==> src/rtl/bcd_display_scan.sv <==
// Two-digit multiplexed 7-segment scan driver with anode dead-time, frame-synchronous
// digit capture, leading-zero blanking, blinking and dash display for invalid BCD.
module bcd_display_scan #(
    parameter int SCAN_DIV     = 1000,
    parameter int DEAD_CYCLES  = 16,
    parameter int BLINK_FRAMES = 64
) (
    input  logic       clk,
    input  logic       rst,
    input  logic [3:0] digit1,
    input  logic [3:0] digit0,
    input  logic       blank_lz,
    input  logic       blink_en,
    output logic [6:0] seg,
    output logic [1:0] an,
    output logic       frame_tick
);

    localparam int CW = (SCAN_DIV > 1) ? $clog2(SCAN_DIV) : 1;
    localparam int FW = (BLINK_FRAMES > 1) ? $clog2(BLINK_FRAMES) : 1;
    localparam logic [CW-1:0] CNT_MAX  = CW'(SCAN_DIV - 1);
    localparam logic [CW-1:0] DEAD_END = CW'(DEAD_CYCLES);
    localparam logic [FW-1:0] FCNT_MAX = FW'(BLINK_FRAMES - 1);

    logic [CW-1:0] cnt;
    logic          s;
    logic [3:0]    sh1;
    logic [3:0]    sh0;
    logic [FW-1:0] fcnt;
    logic          bp;

    logic [3:0]    cur_digit;
    logic [6:0]    dec;
    logic          lit;
    logic          frame_end;
    logic [1:0]    an_nxt;
    logic [6:0]    seg_nxt;

    always_comb begin
        cur_digit = s ? sh1 : sh0;
        dec       = 7'h40;
        case (cur_digit)
            4'd0:    dec = 7'h3F;
            4'd1:    dec = 7'h06;
            4'd2:    dec = 7'h5B;
            4'd3:    dec = 7'h4F;
            4'd4:    dec = 7'h66;
            4'd5:    dec = 7'h6D;
            4'd6:    dec = 7'h7D;
            4'd7:    dec = 7'h07;
            4'd8:    dec = 7'h7F;
            4'd9:    dec = 7'h6F;
            default: dec = 7'h40;
        endcase

        // Only a captured tens value of exactly zero is blanked; invalid codes still show a dash.
        lit       = (cnt >= DEAD_END) && !(blink_en && bp) && !(s && blank_lz && (sh1 == 4'd0));
        frame_end = s && (cnt == CNT_MAX);
        an_nxt    = lit ? (s ? 2'b10 : 2'b01) : 2'b00;
        seg_nxt   = lit ? dec : 7'h00;
    end

    always_ff @(posedge clk) begin
        if (rst) begin
            cnt        <= '0;
            s          <= 1'b0;
            sh1        <= 4'd0;
            sh0        <= 4'd0;
            fcnt       <= '0;
            bp         <= 1'b0;
            seg        <= 7'h00;
            an         <= 2'b00;
            frame_tick <= 1'b0;
        end else begin
            seg        <= seg_nxt;
            an         <= an_nxt;
            frame_tick <= frame_end;

            if (cnt == CNT_MAX) begin
                cnt <= '0;
                s   <= ~s;
            end else begin
                cnt <= cnt + 1'b1;
            end

            // Digits are captured only here so a frame never mixes old and new values.
            if (frame_end) begin
                sh1 <= digit1;
                sh0 <= digit0;
                if (fcnt == FCNT_MAX) begin
                    fcnt <= '0;
                    bp   <= ~bp;
                end else begin
                    fcnt <= fcnt + 1'b1;
                end
            end
        end
    end

endmodule

==> config.mk <==
export PLATFORM = sky130hd
export DESIGN_NAME = bcd_display_scan
export DESIGN_NICKNAME = d
export VERILOG_FILES = /design/src/rtl/bcd_display_scan.sv
export SDC_FILE = /design/constraint.sdc
export NUM_CORES = 1
export LEC_CHECK = 0
export BUFFER_PORTS_ARGS = -buffer_cell sky130_fd_sc_hd__buf_4
export CORE_ASPECT_RATIO = 1.75
export CORE_UTILIZATION = 60
export CTS_BUF_LIST = sky130_fd_sc_hd__clkbuf_8
export DETAILED_ROUTE_END_ITERATION = 8
export PLACE_DENSITY = 0.94
export SLEW_MARGIN = 20
export SYNTH_ARGS = -nofsm -noshare
export SYNTH_HDL_FRONTEND = slang
export SYNTH_SLANG_ARGS = --single-unit
==> constraint.sdc <==
create_clock -name clk -period 3 [get_ports clk]
set_input_delay 0.3 -clock clk [delete_from_list [all_inputs] [get_ports clk]]
set_output_delay 0.3 -clock clk [all_outputs]
set_load 0.01 [all_outputs]
==> results of run 1 <==
==> worst max-delay path, delay by kind of cell (launching register included) <==
family,cells,cell delay [ps]
flip-flops,1,370
AO/OA/AOI/OAI,1,140
AND/OR/NAND/NOR,3,1420
adder cells (fa/ha/maj),1,210
==> cells in the mapped netlist, types with 6 or more instances <==
cell,number,area share [%]
ha_1,9,7.1
nor2_1,18,4.2
clkbuf_1,6,1.4
mux2i_1,6,3.8
nand2_1,30,7.1
xnor2_1,7,3.8
inv_1,9,2.1
dfxtp_1,36,45
a21oi_1,22,6.9
o21ai_0,6,1.9
==> where the power goes <==
group          leakage, uW  switching, uW  internal (uW)  total (uW)
Combinational     0.000448           12.5           14.5        27.0
Sequential        0.000290           2.94            481         484
Clock            0.0000541            176            246         422
Total             0.000793            192            741         933
==> metal layers <==
metal	wire length, um	vias up	part of all wire, %
met3	147	10	4.4
li1	-	671	-
met1	1217	624	37
met5	0	-	0
met4	116	0	3.5
met2	1827	39	55
==> cells by family after synthesis <==
family	synth area share [%]
simple gates	23.49
xor+xnor	5.499
compound gates	10.92
buf+inv	4.006
flops	45.25
mux	3.771
fa+ha+maj	7.070
==> placed cells by master, fill, tap and decap left out, drive strengths merged, types with 4 or more instances in the layout <==
cell type	netlist	routed
nor3	4	4
dfxtp	36	36
ha	9	9
clkbuf	6	5
nand2	30	30
buf	1	24
or4	4	4
xnor2	7	7
a21oi	22	22
nor4	4	4
nor2	18	18
mux2i	6	6
inv	9	9
o21ai	6	6
==> through the flow <==
step	total power [uW]	hold slack, ps
after global placement	520.5	441.9
after CTS	938.4	254.1
after global routing	962.8	257.8
after floorplan	507.9	430.0
final	933.2	257.2
after detailed placement	522.3	452.4
==> flip-flops by register name, indices dropped and copies added (netlist names) <==
name and flops:
fcnt 6, sh0 4, frame_tick 1, s 1
seg 7, sh1 4, bp 1, an 2
cnt 10
==> worst paths after layout <==
check	to	depth (start not counted)
max	fcnt[4]	5
min	sh1[1]	3
max reg2reg	fcnt[4]	5
min reg2reg	cnt[0]	1
==> cell type report <==
class / count / area, um2 / share of cell area, %
Multi-Input combinational cell: 134 / 808.3 / 42.84
Clock buffer: 5 / 68.82 / 3.647
Tap cell: 26 / 32.53 / 1.724
Sequential cell: 36 / 720.7 / 38.20
Clock inverter: 3 / 42.54 / 2.255
Inverter: 9 / 33.78 / 1.790
Timing Repair Buffer: 24 / 180.2 / 9.549
==> summary.md, run 1 <==
| Metric | Value |
|---|---|
| First-pass GRT wire length | `5313 um` |
| FF+latch count, synth | `36` |
| Grt met3 use | `7.619%` |
| RSZ-0062 raised after global routing | `false` |
| HPWL after DPL | `2433 um` |
| 1st-pass router iterations | `4` |
| CP Class | `reg -> reg` |
| Setup ws final | `801.5 ps` |
| Post-Place Worst Slack | `821.2 ps` |
| Utilization after layout | `75.70%` |
| Crit-path most repeated cell | `or4_1` |
| Area Growth Syn to Fin | `18.46%` |
| Top FF cell, synth | `dfxtp_1` |
| Drt via density | `5.671` |
| Residual DRC | `0` |
| Setup crit start | `cnt[0]` |
| Worst vdd ir | `514.7 uV` |
| Crit path max fanout | `15` |
| Die X | `40.95 um` |
| CTS sink cnt | `36` |
| Power density cells | `494.6 mW/mm2` |
| Fillers | `175` |
| Peak Freq | `0.4549 GHz` |
| Die height | `70.16 um` |
| CP Cell Sequence | `ha_1 -> nand3_1 -> or4_1 -> or4_1 -> a21oi_1` |
| Yosys warns | `0` |
| Port bufs | `21` |
| Worst stage delay on the critical path | `690 ps` |
| Post-Route WL | `3310 um` |
| Clock slew at reported path FFs | `70 ps` |
| Total Neg Setup Slack | `0 ps` |
| Crit. End Element | `register` |
| DP Area | `0.001775 mm2` |
| Async S/R FF share, synth | `0%` |
| Worst EP arrival | `2440 ps` |
| Cells after DPL | `229` |
| Slowest CP cell | `or4_1` |
| Post-synthesis cell type count | `27` |
| Slew HR | `57.40%` |
| Synth Net Count | `207` |
| CTS Buf Count | `5` |
| Max Cap Violations | `0` |
| Post-synthesis instance total | `186` |
| Share of cells above drive strength 1 | `17.06%` |
| Pin count of the biggest net entering global routing | `21` |
| Initial antenna violation count | `0` |
| CTS root buf | `clkbuf_8` |
| GR Layer Usage met2 | `47.74%` |
| Min Tclk post-route | `2199 ps` |
| GRT busiest layer | `met2` |
| Post-synth EDFFs | `0` |
| Setup crit start kind | `register` |
| Die area | `0.002873 mm2` |
| Worst r2r src | `cnt[0]` |
| Clock latency on the worst-skew pair | `300 ps` |
| Worst Min Path Start | `digit1[1]` |
| Antenna diodes | `0` |
| Sequential share of the synthesized area | `45.25%` |
| HP Class | `in -> reg` |
| LEAKAGE | `0.0007930 uW` |
| Initial Utilization | `63.91%` |
| I/O Pins | `22` |
| ANT nets after route | `0` |
| Final non-filler cell area | `0.001887 mm2` |
| Non-filler instance count after layout | `237` |
| Clock skew | `7.968 ps` |
| Wire per inst | `13.97 um` |
| Row Count | `24` |
| Via count | `1344` |
| Core region area | `0.002492 mm2` |
| Layout Nets | `231` |
| Hold_buf cts | `0` |
| Reg2Reg Setup Slack | `800 ps` |
| Starting DRC count in detailed routing | `31` |
| Setup bufs post-CTS | `0` |
| Worst slew pin tran | `621.2 ps` |
| Syn Area/Cell | `8.563 um2` |
| Max H-tree Level | `2` |
| CTS resizes | `0` |
| Endpoints failing setup | `0` |
| Status | `finished, final reports clean` |
| Total gr overflow | `0` |
| Cell Area, Synth | `0.001593 mm2` |
| Grt met1 use | `24.90%` |
| Hold Violations, Final | `0` |
| Req. time, crit path | `3240 ps` |
| Final Cycle Share | `73.28%` |
| CTS tree | `yes` |
| CTS max path bufs | `2` |
| Gpl congestion | `0.8889` |
| Vias in the first global route | `1356` |
| Final-report max-slew violation count | `0` |
| Global Route Usage Sum | `27.46%` |
No activity file was read; power rests on OpenSTA's default activity.
==> inputs of run 2 (changes only) <==
--- a/config.mk
+++ b/config.mk
@@ -7,10 +7,10 @@
 export LEC_CHECK = 0
 export BUFFER_PORTS_ARGS = -buffer_cell sky130_fd_sc_hd__buf_4
 export CORE_ASPECT_RATIO = 1.75
-export CORE_UTILIZATION = 60
+export CORE_UTILIZATION = 53
 export CTS_BUF_LIST = sky130_fd_sc_hd__clkbuf_8
 export DETAILED_ROUTE_END_ITERATION = 8
-export PLACE_DENSITY = 0.94
+export PLACE_DENSITY = 0.88
 export SLEW_MARGIN = 20
 export SYNTH_ARGS = -nofsm -noshare
 export SYNTH_HDL_FRONTEND = slang
==> constraint.sdc (replaced) <==
create_clock -name clk -period 1.9 [get_ports clk]
set_input_delay 0.19 -clock clk [delete_from_list [all_inputs] [get_ports clk]]
set_output_delay 0.19 -clock clk [all_outputs]
set_load 0.01 [all_outputs]
==> run 2 against run 1 <==
Against the previous run:
- the flow now finishes with violations (design-rule violations)
- sequential share of layout area fell by 2.7 points
- via count is 2.9% higher
- combinational power is 61% higher
- clock power grew 120%
- first-iteration DRC count shrank 52%
- sequential power rose by 58%
- clock skew about the same
==> summary.md, run 2 (same netlist as run 1, synthesis figures left out) <==
| Metric | Value |
|---|---|
| Status | `finished, violations left` |
| Setup ws final | `75.10 ps (-726.4 ps)` |
| Die area | `0.003237 mm2 (+13%)` |
| Share of cells above drive strength 1 | `22.73% (+5.7 points)` |
| Antenna diodes | `0 (unchanged)` |
| Worst r2r src | `cnt[9]` |
| CP bufs+invs | `2 (+2)` |
| CTS tree | `yes` |
| Area Growth Syn to Fin | `27.34%` |
| Worst slew pin tran | `684.8 ps (+63.61 ps)` |
| Clock latency on the worst-skew pair | `300 ps (about the same)` |
| First-pass GRT wire length | `5361 um (+0.90%)` |
| Die X | `43.44 um (+6.1%)` |
| CP Cell Sequence | `buf_4 -> nand2b_1 -> or4_4 -> buf_4 -> or3_1 -> a21oi_1` |
| Crit-path most repeated cell | `buf_4` |
| Worst stage delay on the critical path | `530 ps (-160 ps)` |
| CTS Buf Count | `5 (unchanged)` |
| Worst Reg-to-Reg Cells | `6 (+1)` |
| Port bufs | `21 (unchanged)` |
| Power density cells | `863.0 mW/mm2 (+74%)` |
| Crit path max fanout | `7 (-8)` |
| Vias in the first global route | `1312 (-3.2%)` |
| Hold Violations, Final | `0 (unchanged)` |
| Residual DRC | `6 (+6)` |
| Max Cap Violations | `0 (unchanged)` |
| HP Class | `in -> reg` |
| Row Count | `26 (+8.3%)` |
| CTS root buf | `clkbuf_8` |
| Total gr overflow | `0 (unchanged)` |
| Clock slew at reported path FFs | `80 ps (about the same)` |
| Total power | `1750 uW (+88%)` |
| Failing checks | `design-rule violations` |
| Die height | `74.52 um (+6.2%)` |
| Commonest non-fill, non-tap cells in the layout | `dfxtp_1, buf_4, nand2_1, a21oi_1, nor2_1` |
| Regs by FF count | `cnt: 10 flops, seg: 7 flops, fcnt: 6 flops` |
| Endpoints failing setup | `0 (unchanged)` |
| Number of flip-flops in the largest register | `10 (unchanged)` |
| DP Area | `0.001851 mm2 (+4.2%)` |
| Final-report max-slew violation count | `0 (unchanged)` |
| Post-Place Worst Slack | `-91.18 ps (-912.3 ps)` |
| RR Endpoint | `bp` |
| ANT nets after route | `0 (unchanged)` |
| 1st-pass router iterations | `6 (+2)` |
| I/O Pins | `22 (unchanged)` |
| Worst Min Path Start | `digit1[1]` |
| Max H-tree Level | `2 (unchanged)` |
| Global Route Usage Sum | `23.10% (-4.4 points)` |
| Initial Utilization | `55.01% (-8.9 points)` |
| Hold endpoint | `sh1[1]` |
| Utilization after layout | `70.05% (-5.7 points)` |
| Wire per inst | `13.33 um (-4.6%)` |
| LEAKAGE | `0.0008594 uW (+8.4%)` |
| Worst vdd ir | `860.8 uV (+67%)` |
| Via count | `1383 (+2.9%)` |
| Crit. End Element | `register` |
| Post-Route WL | `3306 um (-0.12%)` |
| CP Class | `reg -> reg` |
| Starting DRC count in detailed routing | `15 (-52%)` |
| CTS sink cnt | `36 (unchanged)` |
| Core region area | `0.002895 mm2 (+16%)` |
| WHS | `127.8 ps (-129.5 ps)` |
| Req. time, crit path | `2140 ps (-1100 ps)` |
| Delay-heaviest family, CP | `simple AND/OR/NAND/NOR gates` |
| Initial antenna violation count | `0 (unchanged)` |
| Worst EP arrival | `2060 ps (-380 ps)` |
| HPWL after DPL | `2459 um (+1.1%)` |
| Reg2Reg Setup Slack | `80 ps (-730 ps)` |
| Most common cell after layout, fill and taps aside | `dfxtp_1` |
| Hold Crit Depth | `3 (unchanged)` |
| Drt via density | `5.577 (-1.7%)` |
| Layout Nets | `240 (+3.9%)` |
| Slew HR | `54.07% (-3.3 points)` |
| Largest Register | `cnt` |
| Slowest CP cell | `or4_4` |
| RSZ-0062 raised after global routing | `false` |
| Gpl congestion | `0.8046 (-9.5%)` |
| Clock skew | `8.416 ps (+0.4477 ps)` |
| Setup crit start kind | `register` |
| Final non-filler cell area | `0.002028 mm2 (+7.5%)` |
| CTS max path bufs | `2 (unchanged)` |
| Pin count of the biggest net entering global routing | `21 (unchanged)` |
| Peak Freq | `0.5480 GHz (+20%)` |
| Setup bufs post-CTS | `0 (unchanged)` |
| Final Cycle Share | `96.05% (+23 points)` |
| Min Tclk post-route | `1825 ps (-373.6 ps)` |
## run 2: worst register-to-register path, stage by stage (launching register included)
cell and delay [ps]:
dfxtp_1 370, buf_4 130, nand2b_1 80, or4_4 530, buf_4 180, or3_1 340, a21oi_1 130
## run 2: worst max-delay path by stage
stage	slack, ps	depth (start not counted)	start	to
finish	80	6	cnt[9]	bp
global route	9	5	cnt[8]	bp
CTS	40	6	cnt[9]	bp
detailed placement	-90	3	cnt[4]	seg[3]
global placement	-10	3	cnt[4]	seg[4]
floorplan	30	6	cnt[0]	fcnt[4]
## run 2: what timing repair did
item,CTS,global route
setup endpoints to repair,9,3
hold buffers,0,0
gates resized for setup,1,3
## run 2: stage by stage
step                      instances  TNS, ps
after detailed placement        240   -533.2
after global placement          240   -14.82
after floorplan                 186        0
after global routing            248        0
after CTS                       248        0
final                           248        0
## run 2: metal layers
layer  track usage (%)  up-vias  part of all wire [%]
li1                  -      694                     -
met1             19.61      655                    37
met4             15.63        0                   2.6
met2             44.28       26                    56
met3             6.796        8                   4.0
met5                 0        -                     0
## run 2: power breakdown
part | switching (uW) | total [uW] | internal (uW)
clock network | 286 | 942 | 656
logic | 19.4 | 43.4 | 24.0
registers | 5.29 | 765 | 760
## run 2: layout make-up
| class | instances | area, um2 |
|---|---|---|
| clock buffer | 5 | 68.82 |
| clock inverter | 3 | 90.09 |
| fill | 231 | 867.1 |
| inverter | 9 | 33.78 |
| multi-input combinational | 134 | 832.0 |
| sequential | 36 | 720.7 |
| tap | 28 | 35.03 |
| timing repair buffer | 33 | 247.7 |
==> inputs of run 3 (changes only) <==
--- a/config.mk
+++ b/config.mk
@@ -7,10 +7,10 @@
 export LEC_CHECK = 0
 export BUFFER_PORTS_ARGS = -buffer_cell sky130_fd_sc_hd__buf_4
 export CORE_ASPECT_RATIO = 1.75
-export CORE_UTILIZATION = 53
+export CORE_UTILIZATION = 60
 export CTS_BUF_LIST = sky130_fd_sc_hd__clkbuf_8
 export DETAILED_ROUTE_END_ITERATION = 8
-export PLACE_DENSITY = 0.88
+export PLACE_DENSITY = 0.83
 export SLEW_MARGIN = 20
 export SYNTH_ARGS = -nofsm -noshare
 export SYNTH_HDL_FRONTEND = slang
==> constraint.sdc (replaced) <==
create_clock -name clk -period 2.1 [get_ports clk]
set_input_delay 0.21 -clock clk [delete_from_list [all_inputs] [get_ports clk]]
set_output_delay 0.21 -clock clk [all_outputs]
set_load 0.01 [all_outputs]
==> run 3 against run 2 <==
Against the previous run:
- critical endpoint is now seg[6]
- largest power group is now sequential cells
- cell count is 3.6% lower
- via count decreased by 0.72%
- core utilization grew 6.1 points
- highest routed layer unchanged
- the flow now finishes without violations
- first-iteration DRC count grew 110%
==> summary.md, run 3 (same netlist as run 1, synthesis figures left out) <==
| Metric | Value |
|---|---|
| Clock latency on the worst-skew pair | `280 ps (-20 ps)` |
| Commonest non-fill, non-tap cells in the layout | `dfxtp_1, nand2_1, buf_4, a21oi_1, nor2_1` |
| Setup ws final | `153.4 ps (+78.26 ps)` |
| Top sig layer | `met4` |
| Flop pwr share | `53.1% (+9.4 points)` |
| 1st-pass router iterations | `4 (-2)` |
| Max H-tree Level | `2 (unchanged)` |
| First-pass GRT wire length | `5871 um (+9.5%)` |
| Reg2Reg Setup Slack | `150 ps (+80 ps)` |
| HP Class | `in -> reg` |
| Die area | `0.002873 mm2 (-11%)` |
| Met3 wire len | `128 um (-3.8%)` |
| Port bufs | `21 (unchanged)` |
| Met2 routed WL | `1884 um (+1.1%)` |
| Clock power share | `44.0% (-9.8 points)` |
| Switching pwr | `249.0 uW (-20%)` |
| Row Count | `24 (-7.7%)` |
| CTS Buf Count | `5 (unchanged)` |
| Crit path max fanout | `9 (+2)` |
| Logic pwr share | `2.9% (+0.4 points)` |
| CTS sink cnt | `36 (unchanged)` |
| Via count | `1373 (-0.72%)` |
| Slew HR | `35.21% (-19 points)` |
| Worst stage delay on the critical path | `790 ps (+260 ps)` |
| Drt via density | `5.745 (+3.0%)` |
| Sw Ratio | `19.09% (+1.4 points)` |
| I/O Pins | `22 (unchanged)` |
| Total Neg Setup Slack | `0 ps (unchanged)` |
| Initial antenna violation count | `0 (unchanged)` |
| Fillers | `193 (-16%)` |
| Wire per inst | `14.51 um (+8.9%)` |
| Global Route Usage Sum | `29.87% (+6.8 points)` |
| Total power | `1304 uW (-25%)` |
| Total gr overflow | `0 (unchanged)` |
| HPWL after DPL | `2405 um (-2.2%)` |
| Regs by FF count | `cnt: 10 flops, seg: 7 flops, fcnt: 6 flops` |
| Endpoints failing setup | `0 (unchanged)` |
| Residual DRC | `0 (-6)` |
| Area Growth Syn to Fin | `19.17%` |
| Most common cell after layout, fill and taps aside | `dfxtp_1` |
| Gpl congestion | `0.7957 (-1.1%)` |
| Core region area | `0.002492 mm2 (-14%)` |
| Die X | `40.95 um (-5.7%)` |
| RSZ-0062 raised after global routing | `false` |
| Post-Place Worst Slack | `185.5 ps (+276.7 ps)` |
| LEAKAGE | `0.0008065 uW (-6.2%)` |
| CTS tree | `yes` |
| Die height | `70.16 um (-5.9%)` |
| Final-report max-slew violation count | `0 (unchanged)` |
| CTS max path bufs | `2 (unchanged)` |
| Hold Violations, Final | `0 (unchanged)` |
| Worst slew pin tran | `963.7 ps (+278.9 ps)` |
| Share of cells above drive strength 1 | `17.37% (-5.4 points)` |
| Max Cap Violations | `0 (unchanged)` |
| Final Cycle Share | `92.70% (-3.4 points)` |
| CP Cell Sequence | `or4_1 -> o31ai_1 -> a21oi_1` |
| Slowest CP cell | `o31ai_1` |
| Pin count of the biggest net entering global routing | `21 (unchanged)` |
| Peak Freq | `0.5137 GHz (-6.3%)` |
| Largest Register | `cnt` |
| Min Tclk post-route | `1947 ps (+121.7 ps)` |
| Worst vdd ir | `627.7 uV (-27%)` |
| Met1 WL | `1293 um (+5.7%)` |
| Vias in the first global route | `1371 (+4.5%)` |
| Setup crit start kind | `register` |
| CTS root buf | `clkbuf_8` |
| Initial Utilization | `63.91% (+8.9 points)` |
| Post-Route WL | `3468 um (+4.9%)` |
| Power density cells | `687.0 mW/mm2 (-20%)` |
| Status | `finished, final reports clean` |
| Hold_buf cts | `0 (unchanged)` |
| Clock slew at reported path FFs | `70 ps (about the same)` |
| Cells after DPL | `231 (-3.8%)` |
| Req. time, crit path | `2220 ps (+80 ps)` |
| Number of flip-flops in the largest register | `10 (unchanged)` |
| Hold Crit Depth | `3 (unchanged)` |
| Non-filler instance count after layout | `239 (-3.6%)` |
| Starting DRC count in detailed routing | `31 (+16)` |
| CTS resizes | `0 (-1)` |
| Layout Nets | `233 (-2.9%)` |
| Worst EP arrival | `2070 ps (about the same)` |
| Worst Reg-to-Reg Cells | `3 (-3)` |
| ANT nets after route | `0 (unchanged)` |
| CP Class | `reg -> reg` |
| Setup bufs post-CTS | `0 (unchanged)` |
| Antenna diodes | `0 (unchanged)` |
| Cell Int Power | `1055 uW (-27%)` |
| Clock skew | `3.514 ps (-4.901 ps)` |
| Crit. End Element | `register` |
[run 3: critical path, delay by kind of cell (launching register included)]
kind             cells  cell delay (ps)
AO/OA/AOI/OAI        2              890
flip-flops           1              360
AND/OR/NAND/NOR      1              530
[run 3: per-stage QoR]
stage	util [%]	instance area (um2)	hold WS (ps)
floorplan	-	1593	350.5
global placement	71.84	1790	439.2
detailed placement	71.84	1790	452.0
CTS	76.15	1898	167.0
global route	76.15	1898	174.4
finish	76.15	1898	173.3
[run 3: path summary, 6_finish.rpt]
path,startpoint,to
setup / recovery,cnt[4],seg[6]
hold / removal,digit0[1],sh0[1]
setup reg to reg,cnt[4],seg[6]
hold reg to reg,sh0[3],sh0[3]
[run 3: layout make-up]
class	instances	area, um2	share of cell area (%)
well taps	26	32.53	1.714
clock inverters	3	38.79	2.044
clock buffers	5	68.82	3.626
flip-flops and latches	36	720.7	37.97
inverters	9	33.78	1.780
multi-input cells	134	808.3	42.58
repair buffers	26	195.2	10.28
[run 3: power by group through the flow]
stage                     registers (uW)  logic (uW)  clock network [uW]
after global routing                 692        42.1                 612
after global placement               707        36.4                   0
after detailed placement             708        37.3                   0
after floorplan                      707        18.9                   0
after CTS                            692        37.8                 586
final                                692        37.6                 574
[run 3: metal layers]
layer,track usage (%),vias to the layer above
met5,0,-
met4,22.59,0
met3,8.571,16
met2,46.88,40
met1,30.02,637
li1,-,680
